File: config.mk
export PLATFORM = sky130hd
export DESIGN_NAME = mem_wb
export DESIGN_NICKNAME = d
export VERILOG_FILES = /design/src/rtl/mem_wb.sv
export SDC_FILE = /design/constraint.sdc
export NUM_CORES = 1
export LEC_CHECK = 0
export ABC_AREA = 1
export CORE_MARGIN = 5
export CORE_UTILIZATION = 39
export DETAILED_ROUTE_END_ITERATION = 7
export GPL_TIMING_DRIVEN = 1
export PLACE_DENSITY = 0.8
export SETUP_SLACK_MARGIN = 0.1
export SLEW_MARGIN = 20
export SYNTH_ARGS = -nofsm -noshare
export SYNTH_HDL_FRONTEND = slang
export SYNTH_SLANG_ARGS = --single-unit
File: constraint.sdc
create_clock -name clk -period 0.9 [get_ports clk]
set_clock_uncertainty 0.15 [all_clocks]
set_input_delay 0.18 -clock clk [delete_from_list [all_inputs] [get_ports clk]]
set_output_delay 0.18 -clock clk [all_outputs]
set_load 0.01 [all_outputs]
File: src/rtl/mem_wb.sv
// MEM/WB pipeline register: captures MEM-stage GPR, HI/LO and LLbit writes for WB.
// Optional retired-instruction counter enabled by defining MEMWB_RETIRE_CNT_EN.
module mem_wb #(
  parameter int unsigned REG_ADDR_W = 5,
  parameter int unsigned DATA_W     = 32,
  parameter int unsigned CNT_W      = 32
) (
  input  logic                  clk,
  input  logic                  rst,
  input  logic [5:0]            stall,
  input  logic                  flush,
  input  logic                  mem_valid,
  input  logic [REG_ADDR_W-1:0] mem_waddr,
  input  logic                  mem_we,
  input  logic [DATA_W-1:0]     mem_wdata,
  input  logic                  mem_whilo,
  input  logic [DATA_W-1:0]     mem_hi,
  input  logic [DATA_W-1:0]     mem_lo,
  input  logic                  mem_llbit_we,
  input  logic                  mem_llbit_value,
  output logic                  wb_valid,
  output logic [REG_ADDR_W-1:0] wb_waddr,
  output logic                  wb_we,
  output logic [DATA_W-1:0]     wb_wdata,
  output logic                  wb_whilo,
  output logic [DATA_W-1:0]     wb_hi,
  output logic [DATA_W-1:0]     wb_lo,
  output logic                  wb_llbit_we,
  output logic                  wb_llbit_value
`ifdef MEMWB_RETIRE_CNT_EN
  ,
  output logic [CNT_W-1:0]      retire_cnt
`endif
);

  if (REG_ADDR_W == 0 || DATA_W == 0 || CNT_W == 0) begin : g_bad_param
    $error("mem_wb: widths must be non-zero");
  end

  logic                  w_bubble;
  logic                  w_capture;
  logic                  r_valid;
  logic [REG_ADDR_W-1:0] r_waddr;
  logic                  r_we;
  logic [DATA_W-1:0]     r_wdata;
  logic                  r_whilo;
  logic [DATA_W-1:0]     r_hi;
  logic [DATA_W-1:0]     r_lo;
  logic                  r_llbit_we;
  logic                  r_llbit_value;

  // MEM held while WB drains: insert a bubble so the held instruction commits once.
  // stall[4]=0 with stall[5]=1 is illegal and falls through to hold.
  always_comb begin
    w_bubble  = flush | (stall[4] & ~stall[5]);
    w_capture = ~stall[4] & ~stall[5];
  end

  always_ff @(posedge clk or negedge rst) begin
    if (!rst) begin
      r_valid       <= 1'b0;
      r_waddr       <= '0;
      r_we          <= 1'b0;
      r_wdata       <= '0;
      r_whilo       <= 1'b0;
      r_hi          <= '0;
      r_lo          <= '0;
      r_llbit_we    <= 1'b0;
      r_llbit_value <= 1'b0;
    end else if (w_bubble) begin
      r_valid       <= 1'b0;
      r_waddr       <= '0;
      r_we          <= 1'b0;
      r_wdata       <= '0;
      r_whilo       <= 1'b0;
      r_hi          <= '0;
      r_lo          <= '0;
      r_llbit_we    <= 1'b0;
      r_llbit_value <= 1'b0;
    end else if (w_capture) begin
      r_valid       <= mem_valid;
      r_waddr       <= mem_waddr;
      r_we          <= mem_we & mem_valid;
      r_wdata       <= mem_wdata;
      r_whilo       <= mem_whilo & mem_valid;
      r_hi          <= mem_hi;
      r_lo          <= mem_lo;
      r_llbit_we    <= mem_llbit_we & mem_valid;
      r_llbit_value <= mem_llbit_value;
    end
  end

  assign wb_valid       = r_valid;
  assign wb_waddr       = r_waddr;
  assign wb_we          = r_we;
  assign wb_wdata       = r_wdata;
  assign wb_whilo       = r_whilo;
  assign wb_hi          = r_hi;
  assign wb_lo          = r_lo;
  assign wb_llbit_we    = r_llbit_we;
  assign wb_llbit_value = r_llbit_value;

`ifdef MEMWB_RETIRE_CNT_EN
  logic [CNT_W-1:0] r_retire_cnt;

  always_ff @(posedge clk or negedge rst) begin
    if (!rst) begin
      r_retire_cnt <= '0;
    end else if (!flush && w_capture && mem_valid) begin
      r_retire_cnt <= r_retire_cnt + 1'b1;
    end
  end

  assign retire_cnt = r_retire_cnt;
`endif

`ifndef SYNTHESIS
  a_legal_stall : assert property (@(posedge clk) disable iff (!rst)
    !(!flush && !stall[4] && stall[5]));
`endif

endmodule

==> results.md <==
| Parameter | Reported | Unit |
|:---|:---|:---|
| Run status | complete, but fails checks | - |
| Failing checks | negative hold slack, negative setup slack | - |
| TritonCTS clock tree | done | - |
| Clk buf depth | 2 | - |
| Kind of path behind the tightest hold check | input pin to async pin | - |
| Growth of design area from synthesis to finish | 108 | % |
| Number of flip-flops and latches in the synthesized netlist | 106 | - |
| WL per Instance | 21.4 | um |
| Die span in y | 114 | um |
| Worst-case hold slack | -0.455 | ns |
| Cells along the critical path | buf_2 | - |
| Total power | 10800 | uW |
| Unrepaired setup endpoints after global routing | true | - |
| Count of cell types in the netlist | 10 | - |
| CP peak stage delay | 0.42 | ns |
| Peak Freq | 790 | MHz |
| Global-route wire length before repair | 24.1 | mm |
| Static leakage | 0.00430 | uW |
| Worst EP arrival | 0.94 | ns |
| Startpoint of the worst register-to-register path | wb_lo[5] | - |
| Sum of net half-perimeters after detailed placement | 9.54 | mm |
| Setup slack of the worst register-to-register path | -0.14 | ns |
| Core Footprint | 0.0107 | mm2 |
| Register area share after synthesis | 63.1 | % |
| Master cell of the clock root buffer | clkbuf_8 | - |
| Commonest non-fill, non-tap cell in the layout | dfrtp_1 | - |
| Top-level port count | 221 | - |
| Crit end category | output pin | - |
| R2R depth | 4 | - |
| R2r endpoint | wb_lo[5] | - |
| Input/output buffers | 216 | - |
| Die Area | 0.0130 | mm2 |
| Slowest stage cell on the critical path | dfrtp_1 | - |
| Fin. max-slew vios | 0 | - |
| Worst Setup Start Kind | register | - |
| Area after DPL | 0.00666 | mm2 |
| CP top delay family | flip-flops | - |
| Biggest fanout along the worst timing path | 2 | - |
| Syn nets | 584 | - |
| Ratio of total power to cell area | 1240 | mW/mm2 |
| Crit path required time | 0.57 | ns |
| Effective utilization at floorplan | 39.3 | % |
| Total inserted antenna cells | 0 | - |
| Fraction of layout instances using a drive strength above 1 | 58.1 | % |
| Number of global-route vias before repair | 4672 | - |
| Hold violation total from the final report | 108 | - |
| Initial DRC count | 300 | - |
| Synth Warn # | 0 | - |
| Largest net degree at the start of global routing | 54 | - |
| Commonest cells after routing, fill and taps aside | 106 x dfrtp_1, 105 x clkdlybuf4s50_1, 96 x a21oi_2 | - |
| Max cap viols | 0 | - |
| Chip width | 114 | um |
| Post-Syn Instances | 469 | - |
| Worst Setup Slack, final | -0.366 | ns |
| Worst vdd rail ir drop | 0.883 | mV |
| Initial antenna violation count | 0 | - |
| Worst path depth | 1 | - |
| Post-synth top area share | 63.1 | % |
| Cell types occupying the most area after synthesis | dfrtp_1 63%, nand2_1 19%, a21oi_1 12% | - |
| Setup Slack @ Placement | -0.746 | ns |
| Placement Rows | 38 | - |
| Count of buffer and inverter cells on the critical path | 1 | - |
| Total Nets Final | 876 | - |
| Transition time at the pin with the least slew margin | 0.382 | ns |
| H-tree levels | 3 | - |
| Number of buffers created by CTS | 9 | - |
| Global placement routability congestion | 0.803 | - |
| Leading area contributor after synthesis | dfrtp_1 | - |
| Later-pin clock latency in the skew report | 0.36 | ns |
| Clock period minus worst slack | 1.27 | ns |
| Post-route cell area | 0.00876 | mm2 |
| CP Class | register to output pin | - |
| Clock Sinks | 106 | - |
| Synthesized area per cell | 8.96 | um2 |
| Length of the first detailed-routing pass in iterations | 4 | - |
| Antenna Nets Post-Route | 0 | - |
| Post-layout util | 81.9 | % |
| Routed vias | 4715 | - |
| Final Cycle Share | 141 | % |
| Setup violation total in the final timing report | 160 | - |
| Overall track demand over capacity in global routing | 23.7 | % |
| Remaining Overflow, GRT | 0 | - |
| DRC viols | 0 | - |
| Ratio of routed vias to standard cells | 5.20 | - |
| Post-Syn Area | 0.00420 | mm2 |
| Max-slew headroom | 74.5 | % |
| Total detailed-routing wirelength | 19.4 | mm |
| Clock-pin slew reported for the worst setup and hold paths after clock tree synthesis | 0.11 | ns |
layer usage:
layer,routed length [um],track usage [%],vias up,part of all wire [%]
met2,10400,41.9,244,54
met4,440,8.00,0,2.3
met1,7270,28.6,2345,37
li1,-,-,2093,-
met3,1290,5.57,33,6.7
met5,0,0,-,0
logic make-up after synthesis:
family | synth area share, %
AO/OA/AOI/OAI | 12.1
flip-flops | 63.1
buffers and inverters | 4.40
AND/OR/NAND/NOR | 20.4
cell usage after synthesis:
library cell,n
buf_1,4
buf_2,13
nand2_1,213
clkbuf_1,10
nor2_2,1
nand4_1,8
a21oi_1,102
inv_1,6
dfrtp_1,106
buf_4,6
cell type report:
| class | instances | area [um2] |
|---|---|---|
| Multi-Input combinational cell | 324 | 2440 |
| Clock inverter | 6 | 90.1 |
| Sequential cell | 106 | 2650 |
| Inverter | 6 | 25.0 |
| Fill cell | 591 | 1940 |
| Timing Repair Buffer | 314 | 3260 |
| Tap cell | 140 | 175 |
| Clock buffer | 10 | 128 |
worst max path at each step:
stage / from / end
CTS: wb_hi[2] / wb_hi[2]
floorplan: stall[4] / wb_hi[0]
global route: wb_lo[9] / wb_lo[9]
global placement: stall[4] / wb_hi[20]
detailed placement: stall[4] / wb_lo[5]
finish: wb_lo[9] / wb_lo[9]
sequential cells by signal, indices dropped and copies added (netlist names):
signal          cells
wb_hi              32
wb_llbit_value      1
wb_llbit_we         1
wb_lo              32
wb_valid            1
wb_waddr            5
wb_wdata           32
wb_we               1
wb_whilo            1
what timing repair did:
action                                  CTS  global route
gates resized for setup                 534           310
endpoints found under the hold margin   110           108
buffers inserted                         33            36
gates cloned                             11             5
endpoints found under the setup margin  212           212
pin swaps                                54           101
power breakdown:
group	internal [uW]	switching, uW
combinational	1340	1230
sequential	4930	130
clock	1580	1630
stage by stage:
stage	TNS, ns	instances	hold slack, ns
detailed placement	-101.65	816	-0.0757
global route	-42.58	906	-0.465
floorplan	-2.60	469	-0.266
CTS	-36.64	874	-0.474
global placement	-94.75	816	-0.0726
finish	-37.38	906	-0.455
(Power assumes the default switching activity.)
